--- src/rtl/pipe_hazard_unit.sv ---
// Hazard-detection and forwarding controller for the in-order pipeline.
//
// A shift-register scoreboard tracks every in-flight instruction from EX (index 0)
// through WB (index DEPTH-1). From it the unit derives load-use stalls, EX-stage
// forwarding selects, flush bubbles and the HALT drain.
//
// Ports:
//   clk, reset                 clock and synchronous active-high reset
//   id_valid                   decode stage holds a real instruction
//   id_src_a/b, id_src_a/b_en  decode source registers and their read enables
//   id_dst, id_wr_en           destination register and register-file write enable
//   id_is_load, id_is_halt     instruction class flags
//   flush                      discard the decode instruction (taken branch)
//   stall                      hold PC and IF/ID; a bubble goes into EX
//   fwd_sel_a/b                EX operand source: 0 = register file, k = entry k
//   halted                     HALT has reached WB (sticky)
//   stall_count                saturating count of load-use stall cycles
module pipe_hazard_unit #(
  parameter int unsigned REG_BITS = 3,
  parameter int unsigned DEPTH    = 3,
  parameter int unsigned LOAD_LAT = 1,
  parameter int unsigned CNT_W    = 16,
  parameter int unsigned SEL_W    = $clog2(DEPTH)
) (
  input  logic                clk,
  input  logic                reset,
  input  logic                id_valid,
  input  logic [REG_BITS-1:0] id_src_a,
  input  logic [REG_BITS-1:0] id_src_b,
  input  logic                id_src_a_en,
  input  logic                id_src_b_en,
  input  logic [REG_BITS-1:0] id_dst,
  input  logic                id_wr_en,
  input  logic                id_is_load,
  input  logic                id_is_halt,
  input  logic                flush,
  output logic                stall,
  output logic [SEL_W-1:0]    fwd_sel_a,
  output logic [SEL_W-1:0]    fwd_sel_b,
  output logic                halted,
  output logic [CNT_W-1:0]    stall_count
);

  // Scoreboard, index 0 = EX ... DEPTH-1 = WB.
  logic [DEPTH-1:0]               valid_q;
  logic [DEPTH-1:0]               wr_q;
  logic [DEPTH-1:0]               load_q;
  logic [DEPTH-1:0]               halt_q;
  logic [DEPTH-1:0][REG_BITS-1:0] dst_q;

  // Source operands of the instruction currently in EX.
  logic [REG_BITS-1:0] ex_src_a_q;
  logic [REG_BITS-1:0] ex_src_b_q;
  logic                ex_en_a_q;
  logic                ex_en_b_q;

  logic             halt_lock_q;
  logic             halted_q;
  logic [CNT_W-1:0] stall_count_q;
  logic [CNT_W-1:0] stall_count_d;

  logic hazard;
  logic accept;
  logic halted_now;

  // Load-use: a load still inside its latency window writes a register decode reads.
  always_comb begin
    hazard = 1'b0;
    for (int unsigned j = 0; j < LOAD_LAT; j++) begin
      if (valid_q[j] && wr_q[j] && load_q[j]) begin
        if (id_src_a_en && (dst_q[j] == id_src_a)) hazard = 1'b1;
        if (id_src_b_en && (dst_q[j] == id_src_b)) hazard = 1'b1;
      end
    end
    hazard = hazard & id_valid & ~flush & ~halt_lock_q;
  end

  assign stall  = hazard | halt_lock_q;
  assign accept = id_valid & ~stall & ~flush & ~halt_lock_q;

  // Scan oldest to youngest so the lowest-index eligible writer wins.
  always_comb begin
    fwd_sel_a = '0;
    fwd_sel_b = '0;
    for (int unsigned k = DEPTH - 1; k >= 1; k--) begin
      if (valid_q[k] && wr_q[k] && (!load_q[k] || (k > LOAD_LAT))) begin
        if (ex_en_a_q && (dst_q[k] == ex_src_a_q)) fwd_sel_a = SEL_W'(k);
        if (ex_en_b_q && (dst_q[k] == ex_src_b_q)) fwd_sel_b = SEL_W'(k);
      end
    end
  end

  assign halted_now = halted_q | (valid_q[DEPTH-1] & halt_q[DEPTH-1]);
  assign halted     = halted_now;

  always_comb begin
    stall_count_d = stall_count_q;
    if (hazard && !(&stall_count_q)) stall_count_d = stall_count_q + CNT_W'(1);
  end
  assign stall_count = stall_count_q;

  always_ff @(posedge clk) begin
    if (reset) begin
      valid_q       <= '0;
      wr_q          <= '0;
      load_q        <= '0;
      halt_q        <= '0;
      dst_q         <= '0;
      ex_src_a_q    <= '0;
      ex_src_b_q    <= '0;
      ex_en_a_q     <= 1'b0;
      ex_en_b_q     <= 1'b0;
      halt_lock_q   <= 1'b0;
      halted_q      <= 1'b0;
      stall_count_q <= '0;
    end else begin
      // Payload fields shift in unconditionally; valid alone marks a bubble.
      valid_q       <= {valid_q[DEPTH-2:0], accept};
      wr_q          <= {wr_q[DEPTH-2:0], id_wr_en};
      load_q        <= {load_q[DEPTH-2:0], id_is_load};
      halt_q        <= {halt_q[DEPTH-2:0], id_is_halt};
      dst_q         <= {dst_q[DEPTH-2:0], id_dst};
      ex_src_a_q    <= id_src_a;
      ex_src_b_q    <= id_src_b;
      ex_en_a_q     <= accept & id_src_a_en;
      ex_en_b_q     <= accept & id_src_b_en;
      halt_lock_q   <= halt_lock_q | (accept & id_is_halt);
      halted_q      <= halted_now;
      stall_count_q <= stall_count_d;
    end
  end

endmodule

--- config.mk ---
export PLATFORM = sky130hd
export DESIGN_NAME = pipe_hazard_unit
export DESIGN_NICKNAME = d
export VERILOG_FILES = /design/src/rtl/pipe_hazard_unit.sv
export SDC_FILE = /design/constraint.sdc
export NUM_CORES = 1
export LEC_CHECK = 0
export CAP_MARGIN = 10
export CORE_MARGIN = 2
export CORE_UTILIZATION = 55
export DETAILED_ROUTE_END_ITERATION = 10
export DONT_BUFFER_PORTS = 1
export PLACE_DENSITY = 0.78
export SYNTH_ARGS = -nofsm -noshare
export SYNTH_HDL_FRONTEND = slang
export SYNTH_SLANG_ARGS = --single-unit
--- constraint.sdc ---
create_clock -name clk -period 1.75 [get_ports clk]
set_input_delay 0.0875 -clock clk [delete_from_list [all_inputs] [get_ports clk]]
set_output_delay 0.0875 -clock clk [all_outputs]
set_load 0.01 [all_outputs]
; ---- After elaboration in Yosys (flattened, before gate mapping)
; Index checks and enable logic that the tools add are counted.
[word_totals]
output_inout_bits = 22
elab_cells = 63
input_bits = 18
register_bits = 46
[classes]
eq_ne = 6
n_addsub = 1
muxes = 11
reduce_logical = 15
bitwise = 16
[ops]
columns = op, count
row1 = equality test 3 bit, 6
row2 = "adder 16 x 1 -> 16 bit, second input constant", 1
row3 = 2-to-1 mux 2 bit, 8
row4 = AND reduction 16 bit, 1
row5 = logical AND 1 bit, 12
row6 = bitwise AND 1 bit, 10
row7 = 2-to-1 mux 1 bit, 3
row8 = NOT 1 bit, 3
row9 = OR 1 bit, 3
row10 = zero test 1 bit, 2

; ---- Depth between registers and ports, before layout
[depth]
depth_word = 15
depth_mapped = 7
depth_no_buf = 6

; ---- Worst setup path before layout
; Ideal clock, no wire load.
[synth_timing]
kind = register to register
start = register stall_count_q[6], in the netlist stall_count[6]
end = register stall_count_q[12], in the netlist stall_count[12]
path_buffers = 1
period_less_slack_ps = 1907
setup_ps = 121
stages_incl_launch_ff = 7
required_ps = 1629
slack_ps = -157
arrival_ps = 1786
path_cell_list = dfxtp_1 > nand4_2 > or4_1 > o2111a_1 > buf_6 > and3_4 > mux2_4
[synth_via]
elab_chain_cells = 3
elab_cells_between_ends = 4
cone_classes = add/sub (1) / reduce/logical (3)
[synth_rtl]
columns = element, line
row1 = from (decl), 59  ; logic [CNT_W-1:0] stall_count_q;
row2 = from (signal assigned), 129  ; stall_count_q <= stall_count_d;
row3 = "parallel branches: the longest is 3 deep, another holds adder 16 x 1 -> 16 bit", --
; Parallel ways; which one is timed is not known.
; A chain may end at the register's enable or synchronous reset.

; ---- Final worst setup path
[layout_timing]
start = input flush
end = register stall_count_q[7], in the netlist stall_count[7]
[layout_via]
elab_chain_cells = 4
[layout_rtl]
columns = element, line
row1 = from (decl), 36  ; input logic flush,
row2 = NOT 1 bit, 75  ; hazard = hazard & id_valid & ~flush & ~halt_lock_q;
row3 = bitwise AND 1 bit (2 in a row), 75
row4 = logical AND 1 bit, 98  ; if (hazard && !(&stall_count_q)) stall_count_d = stall_count_q + CNT_W'(1);
; No other way between the ends.

==> impl_metrics.toml <==
[final_layout]
areaGrowthSynthToFinish_pct = 31.9
fin_cells = 295
postLayoutCoreUtil_pct = 77.0
diodes = 0
drive_above_1_share_pct = 32.1
post-route-cell-area_um2 = 2630
fin_nets = 267

[global_route]
grt_pass1_wl_um = 8110
grt_max_degree = 50
overflow = 0
grt_pass1_vias = 1697
antenna_found_initial = 0
grt.total_usage_pct = 25.8

[sta]
period_needed_ns = 1.70
slew_headroom_pct = 66.0
finalSetupViolations = 0
period_share_pct = 97.4
tightest_slew_ns = 0.505
whs_ns = 0.0281
hold_viol_final = 0
fmax_mhz = 587
finalMaxSlewViolations = 0
fin_skew_ns = 0.00939
tns_ns = 0
fin_ws_ns = 0.0456
rsz0062_at_grt = "yes"

[synth]
synth-simple-area-share_pct = 30.6
synth_area_per_cell_um2 = 9.68
synthFlopType = "dfxtp_1"
ys_seq_area_share_pct = 46.2
synth_top_family_by_area = "simple AND/OR/NAND/NOR gates"
synthDistinctLibCells = 45
synthAdderAreaFrac_pct = 0.628
yosysWarnings = 0
syn_inst = 206
muxShareOfSynthArea_pct = 2.95
synth_edf_count = 0
synth_seq_cells = 46
synth-async-reset-ratio_pct = 0
synth_compound_area_share_pct = 9.04
syn_nets = 225
netlist_area_um2 = 1990
synth_xor_area_share_pct = 8.35

[pwr]
cellLeakagePower_nw = 1.01
finalPower_mw = 1.82
pwr_density_cell_nw_per_um2 = 690
worst_ir_drop_vdd_mv = 0.471

[clock_tree]
cts.sinks = 46
clock_path_buffers = 2
cts_tree = "done"
cts-root-buf = "clkbuf_4"
cts_buffers = 5
clk_latency_ns = 0.37
clk_pin_slew_ns = 0.14
cts_max_level = 2

[drt]
drc = 0
first_pass_iters = 4
first_iter_violations = 103
drt_wl_total_um = 4940
antenna_left = 0
wl_per_cell_um = 16.8
viasPerCell = 5.64
vias = 1663

[floorplan]
die_y_um = 64.2
die-area_um2 = 4120
fp.coreArea_um2 = 3420
num_rows = 21
start_util_pct = 58.4
dieWidth_um = 64.2
num_io_pins = 40

[placement]
dp.final_hpwl_um = 3240
gp_congestion = 0.941
place_area_um2 = 2230
place_ws_ns = -0.0584
io_buffers = 0
dp.cells = 268

[worst_setup_path]
crit_required_ns = 2.01
reg2reg_depth = 5
critPathMaxFanout = 4
crit_end = "stall_count[7]"
worstSetupStartpoint = "flush"
start_kind = "input port"
regToRegSetupSlack_ns = 0.05
arrival_ns = 1.97
reg2reg_to = "stall_count[7]"
timing.rr.start = "dst_q[1]"
crit_type = "input port to register"
critPathCaptureType = "register"

[status]
status = "completed"

[hold_path]
hold_path_class = "input port to register"

[flow_run]
drv_cap = 0
[state kept, by name (all words and copies together), names as in the netlist]
name / count
dst_q: 9
ex_en_a_q: 1
ex_en_b_q: 1
ex_src_a_q: 3
ex_src_b_q: 3
halt_lock_q: 1
halt_q: 3
halted_q: 1
load_q: 2
stall_count: 16
valid_q: 3
wr_q: 3
[critical path: stages]
cell	delay (ns)
dlygate4sd3_1	0.54
nor2b_1	0.23
and4_2	0.32
o2111a_2	0.26
and4b_1	0.20
mux2_1	0.33
[repair_timing]
action                                  in CTS  in global routing
pin swaps                                    0                  7
setup buffers                                0                  2
hold buffers                                17                  0
endpoints found under the setup margin       7                 14
resized for setup                           10                 22
hold endpoints to repair                    46                  0
[cell usage in the layout, fill, tap and decap left out, drive strengths merged, types with 2 or more instances in the layout]
cell type,instances
buf,27
nand4b,2
inv,3
nand2,9
and3,2
nor4,5
nand3,3
o2111a,2
nor3,3
o31ai,2
and4,5
dfxtp,46
o21ai,2
o41ai,3
xnor2,11
mux2,4
a21oi,10
nor2b,31
nand4,5
xor2,8
and2,3
dlygate4sd3,16
nor2,14
nand2b,6
clkbuf,6
or4,4
a31o,4
[synthesized netlist by cell type (all sizes together) (3+ instances only)]
| library cell | number | area [um^2] |
|---|---|---|
| a21oi | 10 | 50.1 |
| a31o | 4 | 35.0 |
| and2 | 3 | 18.8 |
| and4 | 5 | 46.3 |
| clkbuf | 6 | 22.5 |
| dfxtp | 46 | 921 |
| mux2 | 4 | 48.8 |
| nand2 | 9 | 33.8 |
| nand2b | 6 | 37.5 |
| nand3 | 3 | 15.0 |
| nand4 | 5 | 37.5 |
| nor2 | 14 | 52.6 |
| nor2b | 31 | 194 |
| nor3 | 3 | 15.0 |
| nor4 | 5 | 31.3 |
| o41ai | 3 | 26.3 |
| or4 | 4 | 30.0 |
| xnor2 | 11 | 96.3 |
| xor2 | 8 | 70.1 |
[how the worst min path moves through the flow]
| stage | startpoint | end | slack [ns] | depth (start not counted) |
|---|---|---|---|---|
| global placement | reset | stall_count[5] | 0.15 | 1 |
| finish | reset | stall_count[8] | 0.03 | 3 |
| detailed placement | reset | stall_count[5] | 0.16 | 1 |
| floorplan | id_src_a_en | ex_en_a_q | 0.21 | 1 |
| global route | reset | stall_count[6] | 0.01 | 3 |
| CTS | reset | stall_count[8] | 0.006 | 3 |
[metal layers]
metal	wire length [um]	up-vias	track usage, %
met5	0	-	0
met4	88	0	9.04
met3	274	9	7.57
met2	2570	52	45.6
met1	2010	791	29.4
li1	-	811	-
[final cells by class]
cell class	instances	area, um^2
Timing Repair Buffer	43	375
Multi-Input combinational cell	150	1160
Clock inverter	2	13.8
Clock buffer	6	62.6
Inverter	2	7.51
Fill cell	234	787
Tap cell	46	57.6
Sequential cell	46	955
[logic make-up after synthesis]
group	count (synthesis)
xor+xnor	19
buf+inv	10
simple gates	99
compound gates	26
flops	46
mux	5
fa+ha+maj	1
[power by group]
| group | internal (mW) | switching (mW) |
|---|---|---|
| Combinational | 0.0756 | 0.0544 |
| Sequential | 1.07 | 0.0207 |
| Clock | 0.247 | 0.353 |
Note: power is estimated with default switching activity, not from simulation.
